`config.mk`:
```
export PLATFORM = sky130hd
export DESIGN_NAME = instr_dispatch_fsm
export DESIGN_NICKNAME = d
export VERILOG_FILES = /design/src/rtl/dispatch_pkg.sv /design/src/rtl/dispatch_pc_reg.sv /design/src/rtl/instr_dispatch_fsm.sv
export SDC_FILE = /design/constraint.sdc
export NUM_CORES = 1
export LEC_CHECK = 0
export ABC_CLOCK_PERIOD_IN_PS = 2150
export BUFFER_PORTS_ARGS = -buffer_cell sky130_fd_sc_hd__buf_2
export CORE_MARGIN = 3
export CORE_UTILIZATION = 40
export CTS_CLUSTER_SIZE = 40
export DETAILED_ROUTE_END_ITERATION = 10
export PLACE_DENSITY = 0.68
export SLEW_MARGIN = 20
export SYNTH_ARGS = -nofsm -noshare
export SYNTH_HDL_FRONTEND = slang
export SYNTH_SLANG_ARGS = --single-unit
```
`constraint.sdc`:
```
create_clock -name clk -period 2.15 [get_ports clk]
set_input_delay 0.43 -clock clk [delete_from_list [all_inputs] [get_ports clk]]
set_output_delay 0.43 -clock clk [all_outputs]
set_load 0.02 [all_outputs]
```
`src/rtl/dispatch_pkg.sv`:
```
// Shared definitions for the instruction fetch/dispatch sequencer:
// opcodes, FSM states, fault codes and the opcode-to-executor map.
package dispatch_pkg;

    localparam logic [3:0] OP_NOP    = 4'h0;
    localparam logic [3:0] OP_ALUI_A = 4'h1;
    localparam logic [3:0] OP_ALUI_B = 4'h2;
    localparam logic [3:0] OP_ALUR   = 4'h3;
    localparam logic [3:0] OP_LD     = 4'h4;
    localparam logic [3:0] OP_ST     = 4'h5;
    localparam logic [3:0] OP_HALT   = 4'hF;

    localparam logic [1:0] FAULT_NONE    = 2'b00;
    localparam logic [1:0] FAULT_ILLEGAL = 2'b01;
    localparam logic [1:0] FAULT_TIMEOUT = 2'b10;

    typedef enum logic [2:0] {
        S_IDLE,
        S_FETCH_REQ,
        S_FETCH_WAIT,
        S_DECODE,
        S_EXEC,
        S_WAIT_DONE,
        S_HALTED,
        S_FAULT
    } state_e;

    typedef enum logic [1:0] {
        CLS_NOP,
        CLS_EXEC,
        CLS_HALT,
        CLS_ILLEGAL
    } op_cls_e;

    typedef struct packed {
        op_cls_e    cls;
        logic [1:0] idx;
    } op_info_t;

    function automatic op_info_t op_class(input logic [3:0] opcode);
        op_info_t info;
        info.cls = CLS_ILLEGAL;
        info.idx = 2'd0;
        case (opcode)
            OP_NOP:               info.cls = CLS_NOP;
            OP_ALUI_A, OP_ALUI_B: begin info.cls = CLS_EXEC; info.idx = 2'd0; end
            OP_ALUR:              begin info.cls = CLS_EXEC; info.idx = 2'd1; end
            OP_LD, OP_ST:         begin info.cls = CLS_EXEC; info.idx = 2'd2; end
            OP_HALT:              info.cls = CLS_HALT;
            default:              info.cls = CLS_ILLEGAL;
        endcase
        return info;
    endfunction

endpackage

```
`src/rtl/dispatch_pc_reg.sv`:
```
// Program counter: jump load wins over increment; increment wraps naturally.
module dispatch_pc_reg #(
    parameter int PC_W = 8
) (
    input  logic            clk,
    input  logic            rst,
    input  logic            en,
    input  logic            load,
    input  logic [PC_W-1:0] load_val,
    input  logic            inc,
    output logic [PC_W-1:0] pc
);

    // NOTE: sequential state uses non-blocking assignments so every register samples pre-edge values.
    always_ff @(posedge clk or posedge rst) begin
        if (rst) begin
            pc <= '0;
        end else if (en) begin
            if (load)
                pc <= load_val;
            else if (inc)
                pc <= pc + PC_W'(1);
        end
    end

endmodule

```
`src/rtl/instr_dispatch_fsm.sv`:
```
// Fetch/decode/dispatch sequencer: fetches into ir, starts one execute FSM,
// waits (bounded) for its done pulse, then fetches the next word.
module instr_dispatch_fsm
    import dispatch_pkg::*;
#(
    parameter int PC_W     = 8,
    parameter int NUM_EXEC = 3,
    parameter int TIMEOUT  = 32
) (
    input  logic                clk,
    input  logic                rst,
    input  logic                run,
    output logic [PC_W-1:0]     mem_addr,
    output logic                mem_rd_req,
    input  logic                mem_rd_valid,
    input  logic [15:0]         mem_rd_data,
    output logic [15:0]         ir,
    output logic [NUM_EXEC-1:0] exec_start,
    input  logic [NUM_EXEC-1:0] exec_done,
    input  logic                exec_pc_inc,
    input  logic                pc_load,
    input  logic [PC_W-1:0]     pc_load_val,
    output logic [PC_W-1:0]     pc,
    output logic                busy,
    output logic                halted,
    output logic                fault,
    output logic [1:0]          fault_code,
    output logic [15:0]         instr_count
);

    localparam int TMO_W = $clog2(TIMEOUT + 1);

    state_e              state, next_state;
    op_info_t            dec;
    op_cls_e             dec_cls;
    logic [NUM_EXEC-1:0] sel;
    logic                done_hit;
    logic [TMO_W-1:0]    tmo_cnt;

    logic       ir_load, ir_clear, cnt_clr, cnt_inc, retire, nop_inc, set_fault;
    logic [1:0] fault_code_nxt;

    // ir is stable from DECODE through WAIT_DONE, so decode straight from it.
    assign dec      = op_class(ir[15:12]);
    assign dec_cls  = (dec.cls == CLS_EXEC && int'(dec.idx) >= NUM_EXEC) ? CLS_ILLEGAL : dec.cls;
    assign sel      = NUM_EXEC'(1) << dec.idx;
    assign done_hit = |(exec_done & sel);

    always_ff @(posedge clk or posedge rst) begin
        if (rst)
            state <= S_IDLE;
        else
            state <= next_state;
    end

    // NOTE: every signal driven here gets a default first, so no latch is inferred.
    always_comb begin
        next_state     = state;
        mem_rd_req     = 1'b0;
        exec_start     = '0;
        ir_load        = 1'b0;
        ir_clear       = 1'b0;
        cnt_clr        = 1'b0;
        cnt_inc        = 1'b0;
        retire         = 1'b0;
        nop_inc        = 1'b0;
        set_fault      = 1'b0;
        fault_code_nxt = FAULT_NONE;
        case (state)
            S_IDLE:       if (run) next_state = S_FETCH_REQ;
            S_FETCH_REQ: begin
                mem_rd_req = 1'b1;
                next_state = S_FETCH_WAIT;
            end
            S_FETCH_WAIT: if (mem_rd_valid) begin
                ir_load    = 1'b1;
                next_state = S_DECODE;
            end
            S_DECODE: begin
                case (dec_cls)
                    CLS_NOP: begin
                        nop_inc    = 1'b1;
                        retire     = 1'b1;
                        next_state = run ? S_FETCH_REQ : S_IDLE;
                    end
                    CLS_HALT: next_state = S_HALTED;
                    CLS_EXEC: next_state = S_EXEC;
                    default: begin
                        set_fault      = 1'b1;
                        fault_code_nxt = FAULT_ILLEGAL;
                        next_state     = S_FAULT;
                    end
                endcase
            end
            S_EXEC: begin
                exec_start = sel;
                cnt_clr    = 1'b1;
                next_state = S_WAIT_DONE;
            end
            S_WAIT_DONE: begin
                if (done_hit) begin
                    ir_clear   = 1'b1;
                    retire     = 1'b1;
                    next_state = run ? S_FETCH_REQ : S_IDLE;
                end else if (tmo_cnt == TMO_W'(TIMEOUT - 1)) begin
                    set_fault      = 1'b1;
                    fault_code_nxt = FAULT_TIMEOUT;
                    next_state     = S_FAULT;
                end else begin
                    cnt_inc = 1'b1;
                end
            end
            S_HALTED, S_FAULT: next_state = state;
            default:           next_state = S_IDLE;
        endcase
    end

    // tmo_cnt holds the number of cycles elapsed since the start pulse.
    always_ff @(posedge clk or posedge rst) begin
        if (rst) begin
            ir          <= 16'h0000;
            instr_count <= 16'd0;
            fault_code  <= FAULT_NONE;
            tmo_cnt     <= '0;
        end else begin
            if (ir_load)
                ir <= mem_rd_data;
            else if (ir_clear)
                ir <= 16'h0000;
            if (retire)
                instr_count <= instr_count + 16'd1;
            if (set_fault)
                fault_code <= fault_code_nxt;
            if (cnt_clr)
                tmo_cnt <= TMO_W'(1);
            else if (cnt_inc)
                tmo_cnt <= tmo_cnt + TMO_W'(1);
        end
    end

    dispatch_pc_reg #(.PC_W(PC_W)) u_pc (
        .clk      (clk),
        .rst      (rst),
        .en       (!(state inside {S_HALTED, S_FAULT})),
        .load     (pc_load),
        .load_val (pc_load_val),
        .inc      (exec_pc_inc | nop_inc),
        .pc       (pc)
    );

    assign mem_addr = pc;
    assign busy     = !(state inside {S_IDLE, S_HALTED, S_FAULT});
    assign halted   = (state == S_HALTED);
    assign fault    = (state == S_FAULT);

endmodule
```
==> metrics.log, run 1 <==
INFO  metric final_area = around 3300 um^2
INFO  metric fp.dieW = 87.5 um
INFO  metric ys_top_cells_by_area = sky130_fd_sc_hd__dfrtp_1 48%, sky130_fd_sc_hd__a22o_1 5.3%, sky130_fd_sc_hd__xnor2_1 4.6%
INFO  metric post-synth-top-count-cell = sky130_fd_sc_hd__dfrtp_1
INFO  metric outcome = finished clean
INFO  metric finalNetCount = between 300 and 400
INFO  metric routed_length_per_placed_instance = about 15 um
INFO  metric synthToLayoutAreaGrowth = 25.1%
INFO  metric crit_path_end_kind = flop
INFO  metric via_count = approximately 2.4k
INFO  metric netlist.top_cell.by_area = sky130_fd_sc_hd__dfrtp_1
INFO  metric clock-root-buffer = sky130_fd_sc_hd__clkbuf_8
INFO  metric die_area = around 7700 um^2
INFO  metric drt_pass1_iterations = 4
INFO  metric vdd_drop_max = 0.630 mV
INFO  metric required_time_at_the_endpoint_of_the_critical_path = 2.36 ns
INFO  metric clk_network_pwr_share = 0.140
INFO  metric post-dp-hpwl = 4.70 mm
INFO  metric syn_area = 2660 um^2
INFO  metric setup_viol = 0
INFO  metric holdCritPathClass = input port to asynchronous set/reset pin
INFO  metric cts_tree = done
INFO  metric drt_wl_total = 6.36 mm
INFO  metric slew_headroom = 0.549
INFO  metric start_util = 0.416
INFO  metric post_dp_cell_area = 3220 um^2
INFO  metric seq_area_frac_synth = 0.481
INFO  metric critical_path.max_fanout = 8
INFO  metric ys_ff_latch = just over 50
INFO  metric synth_cell_type_count = between 40 and 50
INFO  metric grt_setup_unrepaired = no
INFO  metric cts_buffer_depth = 2
INFO  metric number_of_buffers_added_on_ports = 89
INFO  metric cts_num_sinks = about 50
INFO  metric final_hold_viol_count = 0
INFO  metric crit_slowest_cell = sky130_fd_sc_hd__dfrtp_1
INFO  metric max_stage_delay = 0.43 ns
INFO  metric grt_antenna_before_repair = 0
INFO  metric met3_length = between 300 and 400 um
INFO  metric met2RoutedLength = between 3 and 4 mm
INFO  metric mappedNetlistNets = between 300 and 400
INFO  metric clock_insertion_delay_worst_skew = a little over 0.3 ns
INFO  metric cts_buffers = 5
INFO  metric final.period_utilization = 0.933
INFO  metric drc = 0
INFO  metric finalMaxSlewViolations = 0
INFO  metric power.net_switching = about 1.9 mW
INFO  metric route.detailed.vias_per_inst = roughly 5.5
INFO  metric final_core_util = 0.520
INFO  metric h-tree-depth = 2
INFO  metric post_cts.repair.setup_buffers = 0
INFO  metric first_global_vias = roughly 2.3k
INFO  metric floorplan.core_area = between 6000 and 7000 um^2
INFO  metric seq_power_share = 0.369
INFO  metric cp_data_arrival_time = roughly 2.2 ns
INFO  metric synth_top_area_share = 0.481
INFO  metric worstPathCellList = nand3b_1 > a311o_1 > or3_4 > nand2_1 > mux2_2
INFO  metric rows = 29
INFO  metric total_global_route_track_usage = 0.164
INFO  metric hold_slack = 0.164 ns
INFO  metric power.switching_fraction = 0.442
INFO  metric cts.clk_slew.worst_paths = about 0.10 ns
INFO  metric period_minus_slack = around 2 ns
INFO  metric routabilityCongestion = roughly 0.83
INFO  metric combPwrFrac = 0.491
INFO  metric achievable-frequency = 499 MHz
INFO  metric worst_setup_sp_type = flop
INFO  metric diodes = 0
INFO  metric layout-drive-gt1-share = 0.352
INFO  metric yosysWarningCount = 0
INFO  metric p_leak = between 1.5 and 2 nW
INFO  metric pin_count_of_the_biggest_net_entering_global_routing = 28
INFO  metric ant_nets = 0
INFO  metric drt-initial-drc-count = 115
INFO  metric top_level_ports = 90
INFO  metric async_reset_ff_frac = 1.00
INFO  metric m1WireLength = roughly 2.8 mm
INFO  metric worst-setup-path-type = flop to flop
INFO  metric synthesis.instances = around 260
INFO  metric fp.dieH = just under 90 um
INFO  metric tns = 0 ns
INFO  metric post_synth.cell_area_avg = between 10 and 15 um^2
INFO  metric netlist_top_cells_count = 51 x sky130_fd_sc_hd__dfrtp_1, 19 x sky130_fd_sc_hd__nand2_1, 16 x sky130_fd_sc_hd__a22o_1, 16 x sky130_fd_sc_hd__nor2_1
INFO  metric synth_ff_type = sky130_fd_sc_hd__dfrtp_1
INFO  metric count_of_flip_flops_with_a_built_in_enable_after_synthesis = 0
INFO  metric maxCapViolCount = 0
INFO  metric total_global_routing_overflow = 0
INFO  metric power.density = 1300 nW/um^2
INFO  metric highest_layer = met4
INFO  metric cell_internal_pwr = ~2.4 mW
INFO  metric tightest_slew = just under 0.7 ns
INFO  metric final.fill_count = 615
INFO  metric grt_pass1_wl = about 10 mm
INFO  metric final.setup_skew = 0.00558 ns
## per-stage QoR
step                      setup WS (ns)  instances  total power [mW]
after floorplan                  0.0355        264              3.06
after global placement           0.0517        427              3.67
after detailed placement         0.0200        427              3.72
after CTS                        0.0312        435              4.33
after global routing             0.0516        435              4.60
final                             0.145        435              4.30
## cell type report
class                      instances  area [um^2]  share of cell area
sequential                        51         1280               0.384
multi-input combinational        189         1260               0.379
timing repair buffer             104          571               0.172
tap                               77         96.3              0.0290
clock buffer                       5         68.8              0.0207
clock inverter                     3         27.5             0.00829
inverter                           6         22.5             0.00678
## critical path, delay by kind of cell (launching register included)
family          cells  cell delay [ns]
compound gates      1             0.37
flops               1             0.43
mux                 1             0.35
simple gates        3             0.75
## cells by family (layout without fill, tap and decap cells)
group	count (synthesis)	count (layout)	share of synthesized area
mux	7	7	0.0278
fa+ha+maj	5	5	0.0236
compound gates	66	66	0.172
buf+inv	24	118	0.0504
flops	51	51	0.481
simple gates	95	95	0.193
xor+xnor	16	16	0.0528
## layout by cell type (no fill, tap or decap), types with 3 or more instances in the layout
| cell | n |
|---|---|
| sky130_fd_sc_hd__clkbuf_8 | 5 |
| sky130_fd_sc_hd__inv_1 | 5 |
| sky130_fd_sc_hd__nor3_1 | 4 |
| sky130_fd_sc_hd__buf_2 | 89 |
| sky130_fd_sc_hd__and4_1 | 4 |
| sky130_fd_sc_hd__a22oi_1 | 3 |
| sky130_fd_sc_hd__o21a_1 | 3 |
| sky130_fd_sc_hd__o21ai_0 | 14 |
| sky130_fd_sc_hd__nand2_1 | 19 |
| sky130_fd_sc_hd__dfrtp_1 | 51 |
| sky130_fd_sc_hd__and3_1 | 9 |
| sky130_fd_sc_hd__buf_4 | 14 |
| sky130_fd_sc_hd__xnor2_1 | 14 |
| sky130_fd_sc_hd__nor2_1 | 14 |
| sky130_fd_sc_hd__ha_1 | 5 |
| sky130_fd_sc_hd__nand3b_1 | 4 |
| sky130_fd_sc_hd__mux2i_1 | 4 |
| sky130_fd_sc_hd__mux2_2 | 3 |
| sky130_fd_sc_hd__a21oi_1 | 14 |
| sky130_fd_sc_hd__nand4_1 | 9 |
| sky130_fd_sc_hd__a22o_1 | 16 |
| sky130_fd_sc_hd__and2_1 | 6 |
| sky130_fd_sc_hd__nand3_1 | 10 |
## registers in the layout, indices dropped and copies added, names as in the netlist
signal,flops
fault_code,2
instr_count,16
ir,16
state,3
tmo_cnt,6
u_pc.pc,8
## repair_timing
item,in CTS,in global routing
hold buffers,0,0
setup endpoints to repair,0,21
gates resized for setup,0,3
## final timing paths
path,start,endpoint,slack (ns),cells past startpoint
min,rst,instr_count[1],0.16,2
max in group asynchronous,rst,ir[14],1.44,3
max,ir[14],state[2],0.14,5
min reg2reg,instr_count[15],instr_count[15],0.47,1
max reg2reg,ir[14],state[2],0.14,5
min in group clk,mem_rd_data[8],ir[8],0.33,2
## power by group through the flow
stage                     Sequential [mW]  Clock [mW]  Combinational [mW]
after floorplan                      1.88           0                1.18
after global placement               1.59           0                2.08
after detailed placement             1.60           0                2.12
after CTS                            1.59       0.621                2.12
after global routing                 1.64       0.655                2.30
final                                1.59       0.604                2.11
## routing by layer
layer / vias to the layer above / global-route usage
li1: 1144 / -
met1: 1165 / 0.211
met2: 62 / 0.285
met3: 8 / 0.0274
met4: 0 / 0.0432
met5: - / 0
Power figures use the tool's default switching activity.
==> inputs of run 2 (changes only) <==
--- a/config.mk
+++ b/config.mk
@@ -5,13 +5,14 @@
 export SDC_FILE = /design/constraint.sdc
 export NUM_CORES = 1
 export LEC_CHECK = 0
+export ABC_AREA = 1
 export ABC_CLOCK_PERIOD_IN_PS = 2150
 export BUFFER_PORTS_ARGS = -buffer_cell sky130_fd_sc_hd__buf_2
 export CORE_MARGIN = 3
 export CORE_UTILIZATION = 40
 export CTS_CLUSTER_SIZE = 40
 export DETAILED_ROUTE_END_ITERATION = 10
-export PLACE_DENSITY = 0.68
+export PLACE_DENSITY = 0.67
 export SLEW_MARGIN = 20
 export SYNTH_ARGS = -nofsm -noshare
 export SYNTH_HDL_FRONTEND = slang
==> run 2 against run 1 <==
  * Clock-buffer cell count rose by 1
  * Die area is 12% higher
  * Hold slack improved by 0.14 ns
  * Combinational power fell by 8%
  * Routed wire length rose by 7.0%
  * Synthesized area up 13%
==> metrics.log, run 2 <==
INFO  metric grt_antenna_before_repair = 0
INFO  metric period_minus_slack = roughly 2.0 ns
INFO  metric most_frequent_cells_in_the_layout = 89 x sky130_fd_sc_hd__buf_2, 86 x sky130_fd_sc_hd__nand2_1, 58 x sky130_fd_sc_hd__inv_1
INFO  metric synthMuxAreaShare = 0
INFO  metric multi_input_area = roughly 1400 um^2
INFO  metric timing.critical_path.to = exec_start[0]
INFO  metric drt_pass1_iterations = 4
INFO  metric start_util = 0.426
INFO  metric clock_insertion_delay_worst_skew = roughly 0.30 ns
INFO  metric maxCapViolCount = 0
INFO  metric r2r_slack = 0.37 ns
INFO  metric layout_top_registers = instr_count (16), ir (16), u_pc.pc (8)
INFO  metric post_cts_resize_count = 0
INFO  metric placed_cells = between 500 and 600
INFO  metric grt_pass1_wl = approximately 12 mm
INFO  metric drt-initial-drc-count = 71
INFO  metric synthAdderAreaFrac = 0.0209
INFO  metric fp.dieH = between 90 and 100 um
INFO  metric cts_buffer_depth = 2
INFO  metric worstRegToRegCells = 7
INFO  metric ys_ff_latch = slightly above 50
INFO  metric slew_headroom = 0.553
INFO  metric synth_xor_xnor_area_share = 0.0527
INFO  metric routed_length_per_placed_instance = 11.9 um
INFO  metric power.density = between 1000 and 1500 nW/um^2
INFO  metric final.setup_skew = 0.0113 ns
INFO  metric yosys.area_share.simple = 0.290
INFO  metric total_global_route_track_usage = 0.167
INFO  metric tightest_slew = around 0.67 ns
INFO  metric layout-drive-gt1-share = 0.249
INFO  metric cp_data_arrival_time = ~1.5 ns
INFO  metric drc = 0
INFO  metric h-tree-depth = 2
INFO  metric critical_path.max_fanout = 9
INFO  metric finalNetCount = just over 500
INFO  metric synth-compound-area-share = 0.0908
INFO  metric via_count = ~2.7k
INFO  metric synth_top_area_share = 0.427
INFO  metric holdCritPathClass = input port to asynchronous set/reset pin
INFO  metric final.period_utilization = 0.913
INFO  metric tns = 0 ns
INFO  metric cp-startpoint = state[1]
INFO  metric cts_hold_buf = 0
INFO  metric drt_wl_total = just under 7 mm
INFO  metric syn_area = 2990 um^2
INFO  metric netlist.top_cell.by_area = sky130_fd_sc_hd__dfrtp_1
INFO  metric floorplan.core_area = 7020 um^2
INFO  metric finalMaxSlewViolations = 0
INFO  metric synthesis.instances = 391
INFO  metric top_level_ports = 90
INFO  metric mappedNetlistNets = 429
INFO  metric cts.clk_slew.worst_paths = about 0.10 ns
INFO  metric cts_buffers = 5
INFO  metric pin_count_of_the_biggest_net_entering_global_routing = 52
INFO  metric count_of_flip_flops_with_a_built_in_enable_after_synthesis = 0
INFO  metric rows = 30
INFO  metric post_cts.repair.setup_buffers = 0
INFO  metric diodes = 0
INFO  metric grt_setup_unrepaired = no
INFO  metric final_hold_viol_count = 0
INFO  metric route.detailed.vias_per_inst = roughly 4.7
INFO  metric post-synth-top-count-cell = sky130_fd_sc_hd__nand2_1
INFO  metric fp.dieW = between 90 and 100 um
INFO  metric clock-root-buffer = sky130_fd_sc_hd__clkbuf_8
INFO  metric synth_cell_type_count = 35
INFO  metric routabilityCongestion = approximately 0.84
INFO  metric async_reset_ff_frac = 1.00
INFO  metric worst_setup_sp_type = flop
INFO  metric yosysWarningCount = 0
INFO  metric layoutNonFillerInstCount = 570
INFO  metric ys_top_cells_by_area = sky130_fd_sc_hd__dfrtp_1 43%, sky130_fd_sc_hd__nand2_1 11%, sky130_fd_sc_hd__inv_1 7.4%
INFO  metric final.fill_count = 737
INFO  metric required_time_at_the_endpoint_of_the_critical_path = around 1.7 ns
INFO  metric vdd_drop_max = about 0.58 mV
INFO  metric setup_viol = 0
INFO  metric seq_area_frac_synth = 0.427
INFO  metric ant_nets = 0
INFO  metric synthToLayoutAreaGrowth = 18.4%
INFO  metric cts_num_sinks = a little over 50
INFO  metric first_global_vias = between 2k and 3k
INFO  metric post_synth.cell_area_avg = ~7.7 um^2
INFO  metric total_global_routing_overflow = 0
INFO  metric netlist_top_cells_count = 86 x sky130_fd_sc_hd__nand2_1, 59 x sky130_fd_sc_hd__inv_1, 51 x sky130_fd_sc_hd__dfrtp_1, 36 x sky130_fd_sc_hd__nand3_1, 33 x sky130_fd_sc_hd__nor2_1
INFO  metric register_area = roughly 1300 um^2
INFO  metric synth_top_family_by_area = simple AND/OR/NAND/NOR gates
INFO  metric die_area = around 8600 um^2
INFO  metric cts_tree = done
INFO  metric p_leak = 1.89 nW
INFO  metric rr_endpoint = instr_count[0]
INFO  metric crit_path_end_kind = output pin
INFO  metric worst_r2r_startpoint = ir[14]
INFO  metric synth_ff_type = sky130_fd_sc_hd__dfrtp_1
INFO  metric post-dp-hpwl = about 5.1 mm
INFO  metric outcome = finished clean
INFO  metric achievable-frequency = slightly above 500 MHz
INFO  metric layout_commonest_cell = sky130_fd_sc_hd__buf_2
INFO  metric worst-setup-path-type = flop to output pin
INFO  metric number_of_buffers_added_on_ports = 89
-- run 2: cell count changes after synthesis, sizes merged, moves of 14 or more --
cell	before	now
nand2	19	91
nand3	10	40
xor2	2	16
o21ai	14	39
nor2	16	35
inv	6	61
a22o	17	0
-- run 2: per-stage QoR --
stage	utilization	setup slack (ns)	hold slack, ns	area, um^2	total power, mW
2_1_floorplan	-	0.360	0.475	2990	3.01
3_3_place_gp	0.492	0.389	0.459	3450	3.47
3_5_place_dp	0.492	0.358	0.461	3450	3.52
4_1_cts	0.504	0.0726	0.319	3540	4.09
5_1_grt	0.505	0.0229	0.360	3540	4.42
6_report	0.505	0.187	0.305	3540	4.04
-- run 2: final cells by class --
type                    instances  share of cell area
clock buffers                   6              0.0205
clock inverters                 2             0.00353
multi-input cells             262               0.385
repair buffers                 91               0.130
flip-flops and latches         51               0.361
inverters                      62              0.0671
well taps                      96              0.0339
-- run 2: worst min-delay path by stage --
stage | from | endpoint | slack [ns] | depth (start not counted)
global route | mem_rd_data[9] | ir[9] | 0.36 | 3
floorplan | tmo_cnt[1] | tmo_cnt[1] | 0.47 | 2
finish | rst | instr_count[10] | 0.30 | 3
global placement | fault_code[0] | fault_code[0] | 0.46 | 2
detailed placement | fault_code[0] | fault_code[0] | 0.46 | 2
CTS | rst | u_pc.pc[6] | 0.32 | 3
-- run 2: logic make-up (layout without fill, tap and decap cells) --
group                      count (synthesis)  in the layout
AOI/OAI and AO/OA                         51             51
buffers and inverters                     78            161
and+or+nand+nor                          188            188
DFF                                       51             51
xor gates and xnor gates                  18             18
adders and majority gates                  5              5
-- run 2: critical path, cell delays in order, from the launching register on --
cell	delay, ns
sky130_fd_sc_hd__dfrtp_2	0.48
sky130_fd_sc_hd__nor2_1	0.16
sky130_fd_sc_hd__inv_1	0.08
sky130_fd_sc_hd__nor2_2	0.14
sky130_fd_sc_hd__inv_2	0.11
sky130_fd_sc_hd__nor2_1	0.10
sky130_fd_sc_hd__buf_2	0.17
-- run 2: layer usage --
| metal | vias to the layer above | share of wire | GRT usage |
|---|---|---|---|
| met2 | 62 | 0.48 | 0.294 |
| met5 | - | 0 | 0 |
| li1 | 1399 | - | - |
| met4 | 0 | 0.0043 | 0.0309 |
| met1 | 1219 | 0.46 | 0.214 |
| met3 | 4 | 0.052 | 0.0317 |
-- run 2: where the power goes --
| group | internal (mW) | total, mW | switching [mW] |
|---|---|---|---|
| Clock | 0.229 | 0.553 | 0.324 |
| Combinational | 0.662 | 1.94 | 1.28 |
| Sequential | 1.25 | 1.55 | 0.301 |
==> inputs of run 3 (changes only) <==
--- a/config.mk
+++ b/config.mk
@@ -8,7 +8,6 @@
 export ABC_AREA = 1
 export ABC_CLOCK_PERIOD_IN_PS = 2150
 export BUFFER_PORTS_ARGS = -buffer_cell sky130_fd_sc_hd__buf_2
-export CORE_MARGIN = 3
 export CORE_UTILIZATION = 40
 export CTS_CLUSTER_SIZE = 40
 export DETAILED_ROUTE_END_ITERATION = 10
==> run 3 against run 2 <==
  * Clock power is 26% higher
  * Sequential cell count stayed put
  * Final area is 1.3% higher
  * Total power is 4.1% higher
  * Critical path depth is 2 lower
  * Sequential share of layout area is 0.46 points lower
  * Worst setup slack better by 0.015 ns
==> metrics.log, run 3 (synthesis results as in run 2) <==
INFO  metric outcome = finished clean
INFO  metric total_global_route_track_usage = 0.178
INFO  metric drt_pass1_iterations = 4
INFO  metric most_frequent_cells_in_the_layout = 89 x sky130_fd_sc_hd__buf_2, 86 x sky130_fd_sc_hd__nand2_1, 57 x sky130_fd_sc_hd__inv_1
INFO  metric finalMaxSlewViolations = 0
INFO  metric final.setup_skew = 0.0144 ns
INFO  metric p_leak = roughly 1.9 nW
INFO  metric layout_commonest_cell = sky130_fd_sc_hd__buf_2
INFO  metric drc = 0
INFO  metric first_global_vias = around 2.4k
INFO  metric rows = 31
INFO  metric worst-setup-path-type = flop to output pin
INFO  metric worst_setup_sp_type = flop
INFO  metric cts_tree = done
INFO  metric cts_buffers = 5
INFO  metric final_core_util = 0.495
INFO  metric number_of_buffers_added_on_ports = roughly 90
INFO  metric setup_viol = 0
INFO  metric final_hold_viol_count = 0
INFO  metric worstPathCellList = inv_2 > nor2_1 > nor3b_1 > buf_2
INFO  metric tightest_slew = around 0.50 ns
INFO  metric routed_length_per_placed_instance = between 10 and 15 um
INFO  metric diodes = 0
INFO  metric via_count = between 2k and 3k
INFO  metric crit_slowest_cell = sky130_fd_sc_hd__dfrtp_1
INFO  metric tns = 0 ns
INFO  metric placement.setup.worst_slack = between 0.3 and 0.4 ns
INFO  metric h-tree-depth = 2
INFO  metric r2r_slack = around 0.32 ns
INFO  metric post-dp-hpwl = about 5 mm
INFO  metric max_stage_delay = around 0.45 ns
INFO  metric floorplan.core_area = slightly above 7000 um^2
INFO  metric top_level_ports = 90
INFO  metric final.period_utilization = 0.906
INFO  metric finalNetCount = 511
INFO  metric vdd_drop_max = around 0.71 mV
INFO  metric power.density = approximately 1200 nW/um^2
INFO  metric die_area = between 7000 and 8000 um^2
INFO  metric fp.dieH = a little under 90 um
INFO  metric routabilityCongestion = 0.855
INFO  metric ant_nets = 0
INFO  metric route.detailed.vias_per_inst = between 4 and 5
INFO  metric holdCritPathClass = input port to asynchronous set/reset pin
INFO  metric cp_data_arrival_time = 1.52 ns
INFO  metric grt_pass1_wl = ~11 mm
INFO  metric worst_r2r_startpoint = ir[14]
INFO  metric crit_path_end_kind = output pin
INFO  metric rr_endpoint = instr_count[2]
INFO  metric layout_top_registers = instr_count (16), ir (16), u_pc.pc (8)
INFO  metric cts_num_sinks = 51
INFO  metric fp.dieW = between 80 and 90 um
INFO  metric grt_antenna_before_repair = 0
INFO  metric finalWorstSetupSlack = ~0.2 ns
INFO  metric cts.clk_slew.worst_paths = around 0.10 ns
INFO  metric timing.critical_path.buf_inv = 2
INFO  metric total_global_routing_overflow = 0
INFO  metric cts_hold_buf = 0
INFO  metric clock_insertion_delay_worst_skew = around 0.31 ns
INFO  metric grt_setup_unrepaired = no
INFO  metric maxCapViolCount = 0
INFO  metric achievable-frequency = approximately 500 MHz
INFO  metric slew_headroom = 0.662
INFO  metric crit_family = flip-flops
INFO  metric final.fill_count = slightly above 700
INFO  metric worstRegToRegCells = 8
INFO  metric required_time_at_the_endpoint_of_the_critical_path = about 1.7 ns
INFO  metric drt-initial-drc-count = 82
INFO  metric period_minus_slack = 1.95 ns
INFO  metric clock-root-buffer = sky130_fd_sc_hd__clkbuf_8
INFO  metric critical_path.max_fanout = 8
INFO  metric pin_count_of_the_biggest_net_entering_global_routing = 52
INFO  metric synthToLayoutAreaGrowth = 20.0%
INFO  metric drt_wl_total = 6.63 mm
INFO  metric start_util = 0.412
INFO  metric layout-drive-gt1-share = 0.253
INFO  metric cts_buffer_depth = 2
==> run 3: layout make-up <==
type | instances | area (um^2) | area share
clock buffer | 5 | 68.8 | 0.0192
inverter | 62 | 238 | 0.0662
clock inverter | 3 | 46.3 | 0.0129
sequential | 51 | 1280 | 0.356
tap | 99 | 124 | 0.0345
multi-input combinational | 262 | 1360 | 0.380
timing repair buffer | 91 | 473 | 0.132
==> run 3: worst max-delay path by stage <==
stage	slack (ns)	endpoint	from	cells past startpoint
after floorplan	0.36	busy	state[1]	3
after global placement	0.40	instr_count[0]	ir[14]	7
after detailed placement	0.36	instr_count[0]	ir[14]	7
after CTS	0.09	busy	state[2]	4
after global routing	0.05	exec_start[0]	state[1]	6
final	0.20	busy	state[2]	4
==> run 3: worst reg2reg max path, stage by stage (launching register included) <==
cell and delay (ns):
sky130_fd_sc_hd__dfrtp_1 0.48, sky130_fd_sc_hd__nor2_4 0.17, sky130_fd_sc_hd__nand2_1 0.12, sky130_fd_sc_hd__nand3_2 0.10, sky130_fd_sc_hd__nand2_1 0.07, sky130_fd_sc_hd__nand2_2 0.27
sky130_fd_sc_hd__nand2_4 0.26, sky130_fd_sc_hd__o21ai_0 0.16, sky130_fd_sc_hd__o21ai_1 0.08
==> run 3: stage by stage <==
step	instances	hold WS (ns)	instance area (um^2)	power, mW
after floorplan	391	0.475	2990	3.01
after global placement	565	0.458	3470	3.47
after detailed placement	565	0.463	3470	3.52
after CTS	573	0.157	3590	4.23
after global routing	573	0.172	3590	4.57
final	573	0.134	3590	4.21
==> run 3: layer usage <==
layer | vias up | routed length [um] | share of wire | GRT usage
met3 | 5 | 275 | 0.041 | 0.0354
met4 | 0 | 77 | 0.012 | 0.0601
met5 | - | 0 | 0 | 0
met1 | 1211 | 3320 | 0.50 | 0.246
met2 | 66 | 2950 | 0.45 | 0.279
li1 | 1408 | - | - | -
==> run 3: power breakdown <==
| group | switching (mW) | internal [mW] |
|---|---|---|
| registers | 0.311 | 1.25 |
| clock network | 0.345 | 0.351 |
| logic | 1.29 | 0.665 |
| total | 1.95 | 2.26 |
==> run 3: repair_timing <==
item | CTS | global route
endpoints found under the hold margin | 0 | 0
gates resized for setup | 0 | 3
buffers inserted | 0 | 0
endpoints found under the setup margin | 0 | 4
